**src/rtl/seq_divider.sv**
```systemverilog
// Sequential unsigned restoring divider: DW-bit dividend / VW-bit divisor,
// one quotient bit per clock, under a start/done handshake.
module seq_divider #(
  parameter int DW = 16,
  parameter int VW = 8
) (
  input  logic          clk,
  input  logic          rst_n,
  input  logic          start,
  input  logic [DW-1:0] dividend,
  input  logic [VW-1:0] divisor,
  output logic          busy,
  output logic          done,
  output logic [DW-1:0] quotient,
  output logic [VW-1:0] remainder,
  output logic          div_by_zero
);

  localparam logic [1:0] S_IDLE = 2'd0;
  localparam logic [1:0] S_RUN  = 2'd1;
  localparam logic [1:0] S_DONE = 2'd2;

  localparam int CW = (DW > 1) ? $clog2(DW) : 1;
  localparam logic [CW-1:0] CNT_LAST = CW'(DW - 1);

  logic [1:0]    state_q, state_d;
  logic [VW-1:0] r_q, r_d;
  logic [DW-1:0] qsr_q, qsr_d;
  logic [VW-1:0] dvs_q, dvs_d;
  logic [CW-1:0] cnt_q, cnt_d;
  logic          busy_q, busy_d;
  logic          done_q, done_d;
  logic [DW-1:0] quo_q, quo_d;
  logic [VW-1:0] rem_q, rem_d;
  logic          dbz_q, dbz_d;

  logic [VW:0]   t_s;
  logic [VW:0]   sub_s;
  logic          ge_s;
  logic [VW-1:0] r_step_s;
  logic [DW-1:0] qsr_step_s;

  // One restoring step. The partial remainder stays below the divisor, so
  // t < 2*divisor and the top bit of t - divisor is exactly the borrow.
  always_comb begin
    t_s        = {r_q, qsr_q[DW-1]};
    sub_s      = t_s - {1'b0, dvs_q};
    ge_s       = ~sub_s[VW];
    r_step_s   = ge_s ? sub_s[VW-1:0] : t_s[VW-1:0];
    qsr_step_s = {qsr_q[DW-2:0], ge_s};
  end

  // Next-state and datapath control
  always_comb begin
    state_d = state_q;
    r_d     = r_q;
    qsr_d   = qsr_q;
    dvs_d   = dvs_q;
    cnt_d   = cnt_q;
    busy_d  = busy_q;
    done_d  = 1'b0;
    quo_d   = quo_q;
    rem_d   = rem_q;
    dbz_d   = dbz_q;
    case (state_q)
      S_IDLE, S_DONE: begin
        if (start) begin
          if (divisor == {VW{1'b0}}) begin
            state_d = S_DONE;
            busy_d  = 1'b0;
            done_d  = 1'b1;
            quo_d   = {DW{1'b1}};
            rem_d   = dividend[VW-1:0];
            dbz_d   = 1'b1;
          end else begin
            state_d = S_RUN;
            r_d     = {VW{1'b0}};
            qsr_d   = dividend;
            dvs_d   = divisor;
            cnt_d   = {CW{1'b0}};
            busy_d  = 1'b1;
            quo_d   = {DW{1'b0}};
            rem_d   = {VW{1'b0}};
            dbz_d   = 1'b0;
          end
        end else begin
          state_d = S_IDLE;
        end
      end
      S_RUN: begin
        r_d   = r_step_s;
        qsr_d = qsr_step_s;
        cnt_d = cnt_q + {{(CW-1){1'b0}}, 1'b1};
        if (cnt_q == CNT_LAST) begin
          state_d = S_DONE;
          busy_d  = 1'b0;
          done_d  = 1'b1;
          quo_d   = qsr_step_s;
          rem_d   = r_step_s;
        end else begin
          state_d = S_RUN;
        end
      end
      default: begin
        state_d = S_IDLE;
        busy_d  = 1'b0;
      end
    endcase
  end

  // State and output registers
  always_ff @(posedge clk or negedge rst_n) begin
    if (!rst_n) begin
      state_q <= S_IDLE;
      r_q     <= {VW{1'b0}};
      qsr_q   <= {DW{1'b0}};
      dvs_q   <= {VW{1'b0}};
      cnt_q   <= {CW{1'b0}};
      busy_q  <= 1'b0;
      done_q  <= 1'b0;
      quo_q   <= {DW{1'b0}};
      rem_q   <= {VW{1'b0}};
      dbz_q   <= 1'b0;
    end else begin
      state_q <= state_d;
      r_q     <= r_d;
      qsr_q   <= qsr_d;
      dvs_q   <= dvs_d;
      cnt_q   <= cnt_d;
      busy_q  <= busy_d;
      done_q  <= done_d;
      quo_q   <= quo_d;
      rem_q   <= rem_d;
      dbz_q   <= dbz_d;
    end
  end

  assign busy        = busy_q;
  assign done        = done_q;
  assign quotient    = quo_q;
  assign remainder   = rem_q;
  assign div_by_zero = dbz_q;

endmodule

```
**config.mk**
```make
export PLATFORM = sky130hd
export DESIGN_NAME = seq_divider
export DESIGN_NICKNAME = d
export VERILOG_FILES = /design/src/rtl/seq_divider.sv
export SDC_FILE = /design/constraint.sdc
export NUM_CORES = 1
export LEC_CHECK = 0
export ABC_AREA = 1
export ABC_CLOCK_PERIOD_IN_PS = 2400
export CORE_AREA = 3 3 82 84
export CTS_CLUSTER_DIAMETER = 120
export DETAILED_ROUTE_END_ITERATION = 10
export DIE_AREA = 0 0 85 87
export PLACE_DENSITY = 0.78
export SLEW_MARGIN = 10
export SYNTH_ARGS = -nofsm -noshare
export SYNTH_HDL_FRONTEND = slang
export SYNTH_SLANG_ARGS = --single-unit
```
**constraint.sdc**
```tcl
create_clock -name clk -period 2.4 [get_ports clk]
set_input_delay 0.48 -clock clk [delete_from_list [all_inputs] [get_ports clk]]
set_output_delay 0.48 -clock clk [all_outputs]
set_load 0.02 [all_outputs]
```
==> results of run 1 <==
==> state kept, by name (all words and copies together) (netlist names) <==
register,count
busy,1
cnt_q,4
div_by_zero,1
done,1
dvs_q,8
qsr_q,16
quotient,16
r_q,8
remainder,8
state_q,1
==> layout make-up <==
cell class              count  area, um^2  area share
repair buffers             63       613.1      0.1535
clock inverters             5       31.28    0.007832
inverters                  40       150.1     0.03759
multi-input cells         264        1353      0.3387
flip-flops and latches     64        1602      0.4010
well taps                  75       93.84     0.02350
clock buffers              11       151.4     0.03791
==> worst max-delay path, cell delays in order (launching register included) <==
cell                      delay (ns)
sky130_fd_sc_hd__dfrtp_1        0.37
sky130_fd_sc_hd__inv_1          0.08
sky130_fd_sc_hd__ha_1           0.14
sky130_fd_sc_hd__inv_1          0.07
sky130_fd_sc_hd__fa_1           0.41
sky130_fd_sc_hd__nand2_1        0.08
sky130_fd_sc_hd__nand2_1        0.08
sky130_fd_sc_hd__nand3_1        0.12
sky130_fd_sc_hd__nand3_2        0.19
sky130_fd_sc_hd__nand2_4        0.18
sky130_fd_sc_hd__nand2_2        0.08
sky130_fd_sc_hd__nand2_1        0.08
sky130_fd_sc_hd__nand2_1        0.06
sky130_fd_sc_hd__a21oi_1        0.12
==> stage by stage <==
stage | setup WS, ns | cells | hold slack [ns] | utilization
CTS | 0.2929 | 522 | 0.1087 | 0.6667
detailed placement | 0.2594 | 506 | 0.4734 | 0.6362
finish | 0.2631 | 522 | 0.1072 | 0.6667
floorplan | 0.4979 | 381 | 0.1844 | -
global route | 0.1017 | 522 | 0.1183 | 0.6667
global placement | 0.2459 | 506 | 0.4659 | 0.6362
==> per-layer routing <==
metal / global-route usage / up-vias / wire length (um)
li1: - / 1358 / -
met1: 0.2936 / 1295 / 3430
met2: 0.3616 / 108 / 3654
met3: 0.06149 / 10 / 539
met4: 0.07770 / 0 / 86
met5: 0 / - / 0
==> report_power, final <==
group,switching (W),internal (W)
sequential,0.000324,0.00164
clock,0.000420,0.000427
combinational,0.00233,0.00148
==> cell usage in the layout (no fill, tap or decap), drive strengths merged, types with 2 or more instances in the layout <==
cell,instances
a21oi,30
a31oi,8
buf,11
clkbuf,11
clkdlybuf4s50,52
clkinv,4
dfrtp,64
ha,9
inv,40
nand2,102
nand3,44
nand4,2
nor2,41
o21ai,18
xnor2,3
xor2,2
==> logic make-up (layout without fill, tap and decap cells) <==
group           after synthesis  after routing  share of synthesized area
simple gates                190            190                     0.2554
flops                        64             64                     0.5029
compound gates               59             59                     0.1132
buf+inv                      53            119                    0.07308
fa+ha+maj                    10             10                    0.04165
xor+xnor                      5              5                    0.01375
==> worst max path at each step <==
| stage | depth (start not counted) | start | endpoint | slack, ns |
|---|---|---|---|---|
| floorplan | 13 | qsr_q[15]$_DFFE_PN0P_ | remainder[7]$_DFFE_PN0P_ | 0.50 |
| global placement | 8 | divisor[0] | qsr_q[15]$_DFFE_PN0P_ | 0.25 |
| detailed placement | 8 | divisor[0] | r_q[0]$_DFFE_PN0P_ | 0.26 |
| CTS | 13 | qsr_q[15]$_DFFE_PN0P_ | remainder[7]$_DFFE_PN0P_ | 0.29 |
| global route | 13 | qsr_q[15]$_DFFE_PN0P_ | remainder[7]$_DFFE_PN0P_ | 0.10 |
| finish | 13 | qsr_q[15]$_DFFE_PN0P_ | remainder[7]$_DFFE_PN0P_ | 0.26 |
==> impl_table.tex, run 1 <==
\begin{tabular}{lr}
\hline
Metric & Value \\
\hline
\multicolumn{2}{l}{\textbf{Routing}} \\
\quad Via Count & 2,771 \\
\quad Initial detailed-routing violation count & roughly 220 \\
\quad Remaining routing DRC violations & 0 \\
\quad Detailed-route wire length per cell & $\sim$15 um \\
\quad Antenna viol nets, final & 0 \\
\quad Drt total wl & just under 8000 um \\
\quad Vias per inst & about 5.3 \\
\quad First-pass iteration count of the detailed router & 4 \\
\multicolumn{2}{l}{\textbf{Cells and area}} \\
\quad Ratio of cells with drive above 1 in the final layout & 0.1074 \\
\quad Filler instances & about 500 \\
\quad Layout-stage area growth over the synthesis result & 25.42\% \\
\quad Final cell area excluding filler cells & roughly 0.004 mm\^{}2 \\
\quad Total inserted antenna cells & 0 \\
\quad Nets & 479 \\
\multicolumn{2}{l}{\textbf{Clocking}} \\
\quad TritonCTS Buffers & 9 \\
\quad Post-CTS resize count & 0 \\
\quad CTS tree & done \\
\quad Clock latency reported for the late side of the worst-skew pair & around 0.34 ns \\
\quad CTS H-tree depth & 3 \\
\quad Post-cts hold buffer count & 0 \\
\quad Buffer cell driving the clock tree root & sky130\_fd\_sc\_hd\_\_clkbuf\_8 \\
\quad Count of buffers added by post-CTS timing repair for setup & 0 \\
\quad Total clock sinks & 64 \\
\quad CTS max path bufs & 2 \\
\quad Clock slew seen by the registers of the worst setup and hold paths & approximately 0.07 ns \\
\multicolumn{2}{l}{\textbf{GRT}} \\
\quad Initial antenna violation count & 0 \\
\quad Congestion Overflow GR & 0 \\
\quad First-pass GRT wire length & 12,930 um \\
\quad Total global-route track usage & 0.2244 \\
\quad Largest net degree at the start of global routing & 29 \\
\quad Vias in the first global route & 2,776 \\
\multicolumn{2}{l}{\textbf{Floorplan}} \\
\quad Die Height & between 80 and 90 um \\
\quad Width of the die & about 85 um \\
\quad Die ar. & 0.007395 mm\^{}2 \\
\quad Initial cell density of the core & 0.5315 \\
\quad Floorplan Core Area & between 0.005 and 0.006 mm\^{}2 \\
\quad Row count & 28 \\
\quad Num ports & 54 \\
\multicolumn{2}{l}{\textbf{Yosys}} \\
\quad Total nets after synthesis & between 400 and 500 \\
\quad Most instantiated flip-flop cell in the synthesis netlist & sky130\_fd\_sc\_hd\_\_dfrtp\_1 \\
\quad Post-synth top cells & 99 x sky130\_fd\_sc\_hd\_\_nand2\_1, 64 x sky130\_fd\_sc\_hd\_\_dfrtp\_1, 43 x sky130\_fd\_sc\_hd\_\_nand3\_1 \\
\quad Netlist Area Pre-Place & 0.003184 mm\^{}2 \\
\quad Yosys synthesis warning count & 0 \\
\quad Seq/Total Area, Yosys & 0.5029 \\
\quad Most common cell in the netlist & sky130\_fd\_sc\_hd\_\_nand2\_1 \\
\quad Yosys cell types & 28 \\
\quad Gate count of the mapped netlist & roughly 380 \\
\quad Mean post-synth cell area & 8.358 um\^{}2 \\
\quad Register bit count reported by yosys & between 60 and 70 \\
\quad FFs w/ async S/R, synth & 1.000 \\
\quad Number of synthesized flops with an enable pin & 0 \\
\quad Main area contributors after synthesis & sky130\_fd\_sc\_hd\_\_dfrtp\_1 50\%, sky130\_fd\_sc\_hd\_\_nand2\_1 12\%, sky130\_fd\_sc\_hd\_\_nand3\_1 6.8\%, sky130\_fd\_sc\_hd\_\_nor2\_1 4.6\%, sky130\_fd\_sc\_hd\_\_inv\_1 4.4\% \\
\quad Dominant cell type by area after synthesis & sky130\_fd\_sc\_hd\_\_dfrtp\_1 \\
\quad Synth top area share & 0.5029 \\
\multicolumn{2}{l}{\textbf{Placed design}} \\
\quad Placed Instance Area & between 0.003 and 0.004 mm\^{}2 \\
\quad Post-DP HPWL & approximately 5700 um \\
\quad Buffers on Ports & between 50 and 60 \\
\quad Final RePlAce weighted congestion & about 0.95 \\
\multicolumn{2}{l}{\textbf{STA}} \\
\quad Unrepaired setup endpoints after global routing & no \\
\quad Fmax & 468.0 MHz \\
\quad Transition at the pin with the smallest max-transition slack & approximately 0.52 ns \\
\quad Post-route fraction of the period consumed by the critical path & 0.8904 \\
\quad Final number of setup-violating endpoints & 0 \\
\quad Count of final max-slew check failures & 0 \\
\quad Skew final & 0.007787 ns \\
\quad Shortest period the worst path allows & between 2 and 2.5 ns \\
\quad Number of hold violations in the final report & 0 \\
\quad Setup TNS & 0 ns \\
\quad Worst relative slew slack & 0.6551 \\
\multicolumn{2}{l}{\textbf{Setup path}} \\
\quad R2r startpoint & qsr\_q[15]\$\_DFFE\_PN0P\_ \\
\quad Crit path arrival time & roughly 2.4 ns \\
\quad Kind of critical path & reg -> reg \\
\quad Required arrival time at the worst endpoint & roughly 2.7 ns \\
\quad Nature of the critical path endpoint & flip-flop \\
\quad R2r worst-path depth & 13 \\
\quad Top fanout value on the critical path & 9 \\
\quad Worst setup SP type & flip-flop \\
\quad Endpoint of the lowest-slack register-to-register path & remainder[7]\$\_DFFE\_PN0P\_ \\
\quad Setup slack of the worst register-to-register path & around 0.26 ns \\
\multicolumn{2}{l}{\textbf{Flow run}} \\
\quad MaxCap Viol Count & 0 \\
\multicolumn{2}{l}{\textbf{Run status}} \\
\quad Outcome & complete, no violations \\
\multicolumn{2}{l}{\textbf{Power and ir drop}} \\
\quad Pleak & between 1.5 and 2 nW \\
\quad IR drop worst, VDD & a little under 0.0008 V \\
\quad Overall Power & $\sim$0.0066 W \\
\quad Ratio of total power to cell area & between 1500 and 2000 mW/mm\^{}2 \\
\multicolumn{2}{l}{\textbf{Hold path}} \\
\quad Class of the tightest hold or removal check & in -> async \\
\hline
\end{tabular}
Note: power is estimated with default switching activity, not from simulation.
==> inputs of run 2 (changes only) <==
CORE_AREA = 3 3 91 93   (was 3 3 82 84)
DIE_AREA = 0 0 94 96   (was 0 0 85 87)
PLACE_DENSITY = 0.65   (was 0.78)
==> run 2 against run 1 <==
Net effect:
- sequential power hardly changed
- via count is 1.5% lower
- highest routed layer unchanged
- clock skew is 0.0032 ns higher
==> impl_table.tex, run 2 (synthesis results as in run 1) <==
\begin{tabular}{lr}
\hline
Metric & Value \\
\hline
\multicolumn{2}{l}{\textbf{Placed design}} \\
\quad Buffers on Ports & 53 (unchanged) \\
\quad Final RePlAce weighted congestion & 0.8573 (-9.9\%) \\
\quad Post-DP HPWL & 5400 um (-6.1\%) \\
\multicolumn{2}{l}{\textbf{STA}} \\
\quad Post-route fraction of the period consumed by the critical path & 0.8679 (-0.02243) \\
\quad Shortest period the worst path allows & 2.083 ns (-0.05384 ns) \\
\quad Fmax & 480.1 MHz (+2.6\%) \\
\quad Number of hold violations in the final report & 0 (unchanged) \\
\quad Skew final & 0.01099 ns (+0.003198 ns) \\
\quad Final number of setup-violating endpoints & 0 (unchanged) \\
\quad Setup TNS & 0 ns (unchanged) \\
\quad Unrepaired setup endpoints after global routing & no \\
\quad Count of final max-slew check failures & 0 (unchanged) \\
\quad Worst relative slew slack & 0.6668 (+0.01175) \\
\quad Transition at the pin with the smallest max-transition slack & 0.4991 ns (-0.01835 ns) \\
\multicolumn{2}{l}{\textbf{Power and ir drop}} \\
\quad Pleak & 1.942 nW (+0.73\%) \\
\quad Switching power share of the total & 0.4509 (-0.01321) \\
\quad Power share of the clock group & 0.153 (+0.025) \\
\quad Combinational share of power & 0.562 (-0.014) \\
\quad Switching Power & 0.003084 W (+0.21\%) \\
\quad Ratio of total power to cell area & 1676 mW/mm\^{}2 (+1.0\%) \\
\quad Cell internal pwr & 0.003755 W (+5.7\%) \\
\quad Overall Power & 0.006838 W (+3.2\%) \\
\quad IR drop worst, VDD & 0.0006920 V (-12\%) \\
\quad Part of the total power dissipated in sequential elements & 0.285 (-0.012) \\
\multicolumn{2}{l}{\textbf{Routing}} \\
\quad Detailed-route wire length per cell & 13.83 um (-6.4\%) \\
\quad Via Count & 2,730 (-1.5\%) \\
\quad Drt total wl & 7591 um (-1.5\%) \\
\quad Remaining routing DRC violations & 0 (unchanged) \\
\quad First-pass iteration count of the detailed router & 5 (+1) \\
\quad Antenna viol nets, final & 0 (unchanged) \\
\quad Vias per inst & 4.973 (-6.3\%) \\
\quad Initial detailed-routing violation count & 184 (-18\%) \\
\multicolumn{2}{l}{\textbf{Hold path}} \\
\quad Class of the tightest hold or removal check & in -> async \\
\multicolumn{2}{l}{\textbf{Setup path}} \\
\quad Crit path arrival time & 2.36 ns (-0.05 ns) \\
\quad Worst setup SP type & flip-flop \\
\quad Most common cell on crit path & sky130\_fd\_sc\_hd\_\_nand2\_1 \\
\quad Delay of the slowest critical-path stage & 0.39 ns (-0.02 ns) \\
\quad Cell with the largest stage delay on the worst path & sky130\_fd\_sc\_hd\_\_fa\_1 \\
\quad Setup slack of the worst register-to-register path & 0.32 ns (+0.05 ns) \\
\quad Nature of the critical path endpoint & flip-flop \\
\quad Top fanout value on the critical path & 9 (unchanged) \\
\quad Required arrival time at the worst endpoint & 2.67 ns (about the same) \\
\quad Kind of critical path & reg -> reg \\
\quad Worst-path cell chain & inv\_1 > ha\_1 > inv\_1 > fa\_1 > nand2\_1 > nand2\_1 > nand3\_1 > nand3\_2 > nand2\_4 > nand2\_2 > nand2\_1 > nand2\_1 > a21oi\_1 \\
\multicolumn{2}{l}{\textbf{Cells and area}} \\
\quad Layout-stage area growth over the synthesis result & 28.09\% \\
\quad Most common cell after layout, fill and taps aside & sky130\_fd\_sc\_hd\_\_nand2\_1 \\
\quad Ratio of cells with drive above 1 in the final layout & 0.1051 (-0.002237) \\
\quad Area occupied by multi-input gates & 0.001353 mm\^{}2 (unchanged) \\
\quad Nets & 479 (unchanged) \\
\quad Commonest cells after routing, fill and taps aside & 99 x sky130\_fd\_sc\_hd\_\_nand2\_1, 64 x sky130\_fd\_sc\_hd\_\_dfrtp\_1, 52 x sky130\_fd\_sc\_hd\_\_clkdlybuf4s50\_1 \\
\quad Filler instances & 727 (+45\%) \\
\quad Total inserted antenna cells & 0 (unchanged) \\
\quad Reg area & 0.001602 mm\^{}2 (unchanged) \\
\multicolumn{2}{l}{\textbf{Floorplan}} \\
\quad Width of the die & 94 um (+11\%) \\
\quad Die Height & 96 um (+10\%) \\
\quad Row count & 32 (+14\%) \\
\quad Initial cell density of the core & 0.4186 (-0.1130) \\
\quad Num ports & 54 (unchanged) \\
\quad Die ar. & 0.009024 mm\^{}2 (+22\%) \\
\quad Floorplan Core Area & 0.007607 mm\^{}2 (+27\%) \\
\multicolumn{2}{l}{\textbf{GRT}} \\
\quad Largest net degree at the start of global routing & 65 (+120\%) \\
\quad Total global-route track usage & 0.1791 (-0.04525) \\
\quad Congestion Overflow GR & 0 (unchanged) \\
\quad First-pass GRT wire length & 12,480 um (-3.5\%) \\
\quad Vias in the first global route & 2,629 (-5.3\%) \\
\quad Initial antenna violation count & 0 (unchanged) \\
\multicolumn{2}{l}{\textbf{Clocking}} \\
\quad CTS H-tree depth & 3 (unchanged) \\
\quad Clock slew seen by the registers of the worst setup and hold paths & 0.08 ns (about the same) \\
\quad TritonCTS Buffers & 9 (unchanged) \\
\quad Post-cts hold buffer count & 0 (unchanged) \\
\quad CTS tree & done \\
\quad Clock latency reported for the late side of the worst-skew pair & 0.35 ns (about the same) \\
\quad CTS max path bufs & 2 (unchanged) \\
\quad Count of buffers added by post-CTS timing repair for setup & 0 (unchanged) \\
\quad Total clock sinks & 64 (unchanged) \\
\quad Post-CTS resize count & 0 (unchanged) \\
\quad Buffer cell driving the clock tree root & sky130\_fd\_sc\_hd\_\_clkbuf\_8 \\
\multicolumn{2}{l}{\textbf{Flow run}} \\
\quad MaxCap Viol Count & 0 (unchanged) \\
\multicolumn{2}{l}{\textbf{Run status}} \\
\quad Outcome & complete, no violations \\
\hline
\end{tabular}
==> run 2: final timing paths <==
| check | to | from | depth (start not counted) |
|---|---|---|---|
| max | remainder[7]$_DFFE_PN0P_ | qsr_q[15]$_DFFE_PN0P_ | 13 |
| min | r_q[3]$_DFFE_PN0P_ | rst_n | 2 |
| max reg2reg | remainder[7]$_DFFE_PN0P_ | qsr_q[15]$_DFFE_PN0P_ | 13 |
| min reg2reg | dvs_q[0]$_DFFE_PN0P_ | dvs_q[0]$_DFFE_PN0P_ | 2 |
| max in group asynchronous | dvs_q[3]$_DFFE_PN0P_ | rst_n | 2 |
| min in group clk | dvs_q[0]$_DFFE_PN0P_ | dvs_q[0]$_DFFE_PN0P_ | 2 |
==> run 2: power by group through the flow <==
stage          clock (W)  combinational, W  sequential [W]
2_1_floorplan          0           0.00243         0.00218
3_3_place_gp           0           0.00377         0.00197
3_5_place_dp           0           0.00382         0.00197
4_1_cts          0.00106           0.00386         0.00195
5_1_grt          0.00112           0.00434         0.00201
6_report         0.00105           0.00384         0.00195
==> run 2: cell type report <==
cell class,count,share of cell area
Tap cell,102,0.03129
Inverter,40,0.03681
Clock inverter,5,0.01963
Clock buffer,11,0.03466
Sequential cell,64,0.3926
Multi-Input combinational cell,264,0.3316
Timing Repair Buffer,63,0.1534
==> run 2: metrics by stage <==
| stage | hold WS (ns) | instance area [um^2] | cells | utilization | setup WS, ns |
|---|---|---|---|---|---|
| 2_1_floorplan | 0.1844 | 3184 | 381 | - | 0.4979 |
| 3_3_place_gp | 0.4638 | 3857 | 533 | 0.5071 | 0.1324 |
| 3_5_place_dp | 0.4706 | 3857 | 533 | 0.5071 | 0.1545 |
| 4_1_cts | 0.1465 | 4079 | 549 | 0.5362 | 0.3254 |
| 5_1_grt | 0.1507 | 4079 | 549 | 0.5362 | 0.08031 |
| 6_report | 0.1272 | 4079 | 549 | 0.5362 | 0.3170 |
==> run 2: routing by layer <==
metal,up-vias,part of all wire,GRT usage
met5,-,0,0
li1,1356,-,-
met3,14,0.053,0.03831
met4,0,0.023,0.07581
met1,1278,0.46,0.2505
met2,82,0.46,0.2697
==> run 2: worst max-delay path: cells and delay by family, from the launching register on <==
| kind | cells | cell delay (ns) |
|---|---|---|
| buf+inv | 2 | 0.13 |
| compound gates | 1 | 0.11 |
| flops | 1 | 0.36 |
| fa+ha+maj | 2 | 0.53 |
| simple gates | 8 | 0.88 |
